===== config.mk =====
export PLATFORM = sky130hd
export DESIGN_NAME = instr_fetch
export DESIGN_NICKNAME = d
export VERILOG_FILES = /design/src/rtl/instr_fetch.sv
export SDC_FILE = /design/constraint.sdc
export NUM_CORES = 1
export LEC_CHECK = 0
export ABC_AREA = 1
export CAP_MARGIN = 30
export CORE_UTILIZATION = 40
export DETAILED_ROUTE_END_ITERATION = 12
export PLACE_DENSITY = 0.69
export SLEW_MARGIN = 30
export SYNTH_ARGS = -nofsm -noshare
export SYNTH_HDL_FRONTEND = slang
export SYNTH_SLANG_ARGS = --single-unit
export TNS_END_PERCENT = 10

===== constraint.sdc =====
create_clock -name clk -period 1.7 [get_ports clk]
set_clock_uncertainty 0.1 [all_clocks]
set_input_delay 0.51 -clock clk [delete_from_list [all_inputs] [get_ports clk]]
set_output_delay 0.51 -clock clk [all_outputs]
set_load 0.02 [all_outputs]

===== src/rtl/instr_fetch.sv =====
// Instruction fetch: issues PC-driven reads to a synchronous instruction memory and queues responses in a small FIFO.
// Optional build macro INSTR_FETCH_PERF_EN adds a saturating credit-stall counter output.
module instr_fetch #(
    parameter int PC_W    = 9,
    parameter int INSTR_W = 32,
    parameter int DEPTH   = 4
) (
    input  logic               clk,
    input  logic               reset_n,
    input  logic [PC_W-1:0]    pc,
    output logic               pc_en,
    output logic [PC_W-1:0]    imem_addr,
    output logic               imem_rd,
    input  logic [INSTR_W-1:0] imem_rdata,
    input  logic               halt,
    input  logic               flush,
    output logic               instr_valid,
    input  logic               instr_ready,
    output logic [INSTR_W-1:0] instr_data,
    output logic [PC_W-1:0]    instr_pc,
    output logic               idle
`ifdef INSTR_FETCH_PERF_EN
    ,
    output logic [15:0]        stall_cnt
`endif
);

    localparam int AW = $clog2(DEPTH);
    localparam int CW = AW + 1;
    localparam logic [CW:0] DEPTH_C = (CW + 1)'(DEPTH);

    typedef enum logic [1:0] {
        S_IDLE,
        S_RUN,
        S_DRAIN
    } state_t;

    state_t              r_state;
    logic [CW-1:0]       r_count;
    logic                r_inflight;
    logic [PC_W-1:0]     r_inflight_pc;
    logic                r_flush_d;
    logic [AW-1:0]       r_wptr;
    logic [AW-1:0]       r_rptr;
    logic [INSTR_W-1:0]  r_data [DEPTH];
    logic [PC_W-1:0]     r_pcs  [DEPTH];

    logic                w_issue;
    logic                w_push;
    logic                w_pop;
    logic [CW:0]         w_credit;

    // Credit counts the outstanding fetch so a returning word always has a free slot.
    assign w_credit    = {1'b0, r_count} + {{CW{1'b0}}, r_inflight};
    assign w_issue     = (r_state == S_RUN) && !halt && !flush && (w_credit < DEPTH_C);
    assign w_push      = r_inflight && !flush && !r_flush_d;
    assign w_pop       = instr_valid && instr_ready;

    assign pc_en       = w_issue;
    assign imem_rd     = w_issue;
    assign imem_addr   = pc;
    assign instr_valid = (r_count != '0);
    assign instr_data  = r_data[r_rptr];
    assign instr_pc    = r_pcs[r_rptr];
    assign idle        = (r_state == S_IDLE);

    always_ff @(posedge clk or negedge reset_n) begin
        if (!reset_n) begin
            r_state       <= S_IDLE;
            r_inflight    <= 1'b0;
            r_inflight_pc <= '0;
            r_flush_d     <= 1'b0;
        end else begin
            r_inflight <= w_issue;
            r_flush_d  <= flush;
            if (w_issue) begin
                r_inflight_pc <= pc;
            end
            // Flush freezes the state machine, but a drain has nothing left to wait for.
            if (flush) begin
                if (r_state == S_DRAIN) begin
                    r_state <= S_IDLE;
                end
            end else begin
                unique case (r_state)
                    S_IDLE:  if (!halt) r_state <= S_RUN;
                    S_RUN:   if (halt) r_state <= S_DRAIN;
                    S_DRAIN: begin
                        if (!halt) begin
                            r_state <= S_RUN;
                        end else if (!r_inflight && (r_count == '0)) begin
                            r_state <= S_IDLE;
                        end
                    end
                    default: r_state <= S_IDLE;
                endcase
            end
        end
    end

    always_ff @(posedge clk or negedge reset_n) begin
        if (!reset_n) begin
            r_count <= '0;
            r_wptr  <= '0;
            r_rptr  <= '0;
            for (int unsigned i = 0; i < DEPTH; i++) begin
                r_data[i] <= '0;
                r_pcs[i]  <= '0;
            end
        end else if (flush) begin
            r_count <= '0;
            r_wptr  <= '0;
            r_rptr  <= '0;
        end else begin
            if (w_push) begin
                r_data[r_wptr] <= imem_rdata;
                r_pcs[r_wptr]  <= r_inflight_pc;
                r_wptr         <= r_wptr + AW'(1);
            end
            if (w_pop) begin
                r_rptr <= r_rptr + AW'(1);
            end
            if (w_push && !w_pop) begin
                r_count <= r_count + CW'(1);
            end else if (!w_push && w_pop) begin
                r_count <= r_count - CW'(1);
            end
        end
    end

`ifdef INSTR_FETCH_PERF_EN
    always_ff @(posedge clk or negedge reset_n) begin
        if (!reset_n) begin
            stall_cnt <= '0;
        end else if ((r_state == S_RUN) && !halt && !flush && !w_issue && (stall_cnt != '1)) begin
            stall_cnt <= stall_cnt + 16'd1;
        end
    end
`endif

endmodule


==> results of run 1 <==
## registers in the layout, indices dropped and copies added (netlist names)
name           count
r_count            3
r_rptr             2
r_data           128
r_flush_d          1
r_pcs             36
r_wptr             2
r_inflight         1
r_inflight_pc      9
r_state            2
## report_power, final
part | internal, µW | switching [µW] | total (µW)
clock network | 2560 | 1760 | 4320
registers | 5080 | 414 | 5490
logic | 4180 | 4810 | 9000
total | 11800 | 6980 | 18800
## worst max-delay path: stages (launching register included)
cell      delay (ps)
dfrtp_2          440
clkinv_4         130
buf_6            160
buf_12           140
o21ai_2          130
o22ai_2           90
buf_6            140
## metrics by stage
step                      utilization  power [µW]  setup WS (ps)  hold slack (ps)  area, µm²
after global routing            0.554       19800           -650              359      11700
after detailed placement        0.494       13400          -1140              349      10500
after global placement          0.494       13300          -1130              354      10500
after floorplan                     -       10100           -183              114       8970
final                           0.554       18800           -569              359      11700
after CTS                       0.540       18400           -605              353      11400
## metal layers
| layer | vias up | routed length, µm |
|---|---|---|
| met5 | - | 0 |
| met4 | 0 | 170 |
| met3 | 11 | 649 |
| met2 | 106 | 10500 |
| met1 | 3297 | 9820 |
| li1 | 3314 | - |
## layout make-up
class                   instances  area [µm²]
multi-input cells             611        3930
fillers                      1843        9430
flip-flops and latches        184        4610
inverters                      55         236
clock inverters                13         193
clock buffers                  19         453
well taps                     275         344
repair buffers                170        1970
## final timing paths
| path | startpoint | endpoint | slack [ps] | cells after the start |
|---|---|---|---|---|
| worst max register to register | r_count[2] | r_count[2] | -120 | 14 |
| worst min register to register | r_data[105] | r_data[105] | 380 | 2 |
| max in group asynchronous | reset_n | r_pcs[24] | 490 | 3 |
| worst max-delay path | r_rptr[0] | instr_pc[6] | -570 | 6 |
| min in group asynchronous | reset_n | r_data[11] | 460 | 2 |
| worst min-delay path | pc[1] | r_inflight_pc[1] | 360 | 3 |
## repair_timing
action / in CTS / in global routing
resized for setup: 418 / 108
setup buffers: 3 / 0
endpoints found under the hold margin: 27 / 0
cloned: 4 / 3
pin swaps: 14 / 14
hold buffers: 1 / 0
endpoints found under the setup margin: 230 / 47
## cell usage in the layout, fill, tap and decap left out, types with 10 or more instances in the layout
cell / count
nor2_1: 55
clkbuf_16: 20
o22ai_2: 41
buf_4: 37
inv_1: 48
dfrtp_1: 182
buf_12: 25
o21ai_1: 95
dlygate4sd2_1: 10
nand2_1: 191
nor2_2: 27
clkdlybuf4s50_1: 33
o21ai_2: 150
o21ai_0: 10
buf_6: 51
## kinds of logic after synthesis
| group | after synthesis |
|---|---|
| fa+ha+maj | 5 |
| simple gates | 300 |
| xor+xnor | 2 |
| compound gates | 304 |
| flops | 184 |
| buf+inv | 125 |
==> run summary, run 1 <==
die area: 22300 µm²
ANT cells: 0
post-route ant nets: 0
register area share after synthesis: 0.531
clock buffer depth: 2
Async S/R FF share, synth: 1.00
Synth Area in XOR/XNOR: 0.00202
setup_tns: -22350 ps
mux share of post-synthesis cell area: 0
WS Path Type: register to primary output
Final Non-Filler Cells: 1327
Die Width: 149 µm
failing checks: negative setup slack
nets: 1090
Yosys cell types: 31
most frequent cell after synthesis: nand2_1
Post-Synth Simple-Gate Area: 0.143
Die Ht: 149 µm
CP Data Arrival Time: 1660 ps
layout cells sized above 1: 0.388
starting density of the core: 0.410
clk sinks: 184
Inserted Clock Buffers: 17
share of the synthesized area in the top cell type: 0.531
synth top area cells: dfrtp_1 (53%), o21ai_2 (11%), nand2_1 (8.4%)
Max Cap Viol: 0
slack of the critical path: -569 ps
RSZ-0062 raised after global routing: true
syn avg cell area: 9.42 µm²
Adder-Cell Fraction of Synth Area: 0.00809
Synthesized Nets: 971
Synth Area in Compound Gates: 0.227
Synth Instances: 920
Power Density: 1600 nW/µm²
largest family of logic cells by synthesized area: compound AO/OA/AOI/OAI gates
CTS tree: built
Max Slew Vio Count: 0
Clock Latency Late Sink: 430 ps
P&R area growth vs syn: 35.3%
total leakage power: 0.00546 µW
FF+latch count, synth: 184
CTS root buffer: clkbuf_16
first-pass GRT wire length: 34.2 mm
crit start category: register
via count: 6728
largest net degree at the start of global routing: 43
HPWL after DPL: 12.6 mm
Synth Flop Type: dfrtp_1
Hold Violations, Final: 0
Worst Hold Class: input port to register
most instantiated cells after synthesis: nand2_1 (193), dfrtp_1 (184), o21ai_2 (104)
Post-synth EDFFs: 0
GRT Total Usage: 0.198
drt first pass iters: 5
number of DRC markers in iteration 0: 350
M3 GR Usage: 0.0401
Worst-Margin Slew: 325 ps
met2 Usage GRT: 0.326
port bufs: 99
GPL Wtd Cong: 0.751
CP max FO: 8
Mapped Area: 8670 µm²
crit path capture type: primary output
Cells after DPL: 1286
critical path required time: 1090 ps
GRT busiest layer: met2
Final Critical Period: 2270 ps
setup violators final: 47
relative slew slack: 0.783
io pins: 100
period utilization: 1.33
Ys Warns: 0
Synth area leader: dfrtp_1
maximum vdd drop: 0.000982 V
total gr overflow: 0
DR WL/cell: 15.9 µm
status: complete, but fails checks
area of the core: 21200 µm²
met1 usage: 0.266
Clock transition at path regs: 70 ps
Vias per Instance: 5.07
Max Clock Freq: 441 MHz
Detailed Route WL: 21.1 mm
Post-route DRC: 0
Row Count: 53
htree depth: 4
antenna violations before repair: 0
vias in the first global route: 6592
No activity file was read; power rests on OpenSTA's default activity.
==> run 2, diff against run 1 <==
- SETUP_SLACK_MARGIN: not set -> 0.05
==> run 2 against run 1 <==
The flow still finishes with violations (negative setup slack). Sequential share of layout area is 0.35 points higher. Utilization is 0.49 points lower. Cell area shrank 0.89%. Total power fell by 3.1%. Fmax decreased by 1.1%. Die area unchanged. Critical path type unchanged. Largest cell class unchanged.
==> run summary, run 2 (same netlist as run 1, synthesis figures left out) <==
maximum vdd drop: 0.000971 V
Cell Chain, Critical Path: buf_8 -> clkbuf_16 -> o21ai_2 -> o22ai_2 -> buf_2
Vias per Instance: 5.10
area of the core: 21200 µm²
largest net degree at the start of global routing: 53
Die Ht: 149 µm
Power Density: 1570 nW/µm²
period utilization: 1.35
Worst-Margin Slew: 359 ps
Max Slew Vio Count: 0
antenna violations before repair: 0
WS Path Type: register to primary output
crit path capture type: primary output
Hold WS: 376 ps
worst hold stages: 2
starting density of the core: 0.410
drt first pass iters: 5
setup violators final: 47
CP Launch Point: r_rptr[0]
ANT cells: 0
crit path buf inv count: 3
Crit. path cell count: 5
Inserted Clock Buffers: 17
Worst Setup EP: instr_data[9]
reg-to-reg slack, setup: -90 ps
placed instance area: 10400 µm²
Clock transition at path regs: 60 ps
largest register by flop count: r_data
CP max FO: 7
Detailed Route WL: 21.0 mm
crit start category: register
Die Width: 149 µm
vias in the first global route: 6289
Crit-path slowest cell: dfrtp_2
clock buffer depth: 2
DP Worst Slack: -1130 ps
CTS tree: built
failing checks: negative setup slack
clk sinks: 184
CP peak stage delay: 480 ps
worst reg-to-reg path cell count: 13
layout cells sized above 1: 0.377
nets: 1100
port bufs: 99
total leakage power: 0.00542 µW
io pins: 100
Largest register FFs: 128
critical path required time: 1090 ps
number of DRC markers in iteration 0: 428
R2R Path End: r_count[2]
Max Clock Freq: 436 MHz
status: complete, but fails checks
Max Cap Viol: 0
Post-route DRC: 0
Worst Hold Class: register to register
Final Critical Period: 2290 ps
GRT Total Usage: 0.190
CP Data Arrival Time: 1680 ps
commonest non-fill, non-tap cell in the layout: nand2_1
Row Count: 53
commonest non-fill, non-tap cells in the layout: nand2_1 (191), dfrtp_1 (182), o21ai_2 (141)
CTS root buffer: clkbuf_16
RR Startpoint: r_count[2]
Clock Latency Late Sink: 430 ps
first-pass GRT wire length: 32.9 mm
CP top delay family: buffers and inverters
slack of the critical path: -594 ps
HPWL after DPL: 12.6 mm
GPL Wtd Cong: 0.763
via count: 6816
relative slew slack: 0.761
biggest regs: r_data x128, r_pcs x36, r_inflight_pc x9
P&R area growth vs syn: 34.1%
final instance area: 11600 µm²
setup_tns: -23330 ps
Hold Violations, Final: 0
htree depth: 4
total gr overflow: 0
post-route ant nets: 0
RSZ-0062 raised after global routing: true
die area: 22300 µm²
DR WL/cell: 15.7 µm
-- run 2: how the worst min path moves through the flow --
stage / from / endpoint / slack, ps
after CTS: pc[1] / r_inflight_pc[1] / 360
after detailed placement: reset_n / r_data[19] / 300
after global placement: reset_n / r_data[113] / 300
after floorplan: reset_n / r_count[0] / 110
final: r_data[76] / r_data[76] / 380
after global routing: pc[5] / r_inflight_pc[5] / 390
-- run 2: final cells by class --
cell class,count,area [µm²]
tap,275,344
timing repair buffer,180,2050
multi-input combinational,611,3830
sequential,184,4610
clock inverter,13,120
inverter,55,236
fill,1850,9530
clock buffer,19,433
-- run 2: what timing repair did --
item	CTS	global route
resized for setup	406	79
gates cloned	3	6
endpoints found under the setup margin	232	49
pin swaps	18	17
setup buffers	9	0
hold endpoints to repair	20	0
hold buffers	1	0
-- run 2: worst min-delay path: cells and delay by family (launching register included) --
family             cells  cell delay, ps
and+or+nand+nor        1              60
DFF                    1             330
AOI/OAI and AO/OA      1              50
-- run 2: power breakdown --
part	total, µW	switching (µW)	internal, µW
sequential	5510	434	5080
combinational	8960	4770	4190
clock	3750	1720	2030
total	18200	6920	11300
-- run 2: per-stage QoR --
stage,instances,total power (µW),util
after floorplan,920,10200,-
after global placement,1287,13100,0.492
after detailed placement,1287,13200,0.492
after CTS,1332,17500,0.532
after global routing,1337,19300,0.549
final,1337,18200,0.549
-- run 2: per-layer routing --
metal / track usage / share of wire / vias to the layer above
met5: 0 / 0 / -
met4: 0.0403 / 0.0057 / 0
met3: 0.0382 / 0.045 / 12
met2: 0.301 / 0.49 / 163
met1: 0.267 / 0.46 / 3313
li1: - / - / 3328
==> run 3, diff against run 2 <==
- SETUP_SLACK_MARGIN: 0.05 -> not set
==> results of run 3 <==
Final layout, timing and power as in run 1 (identical DEF).
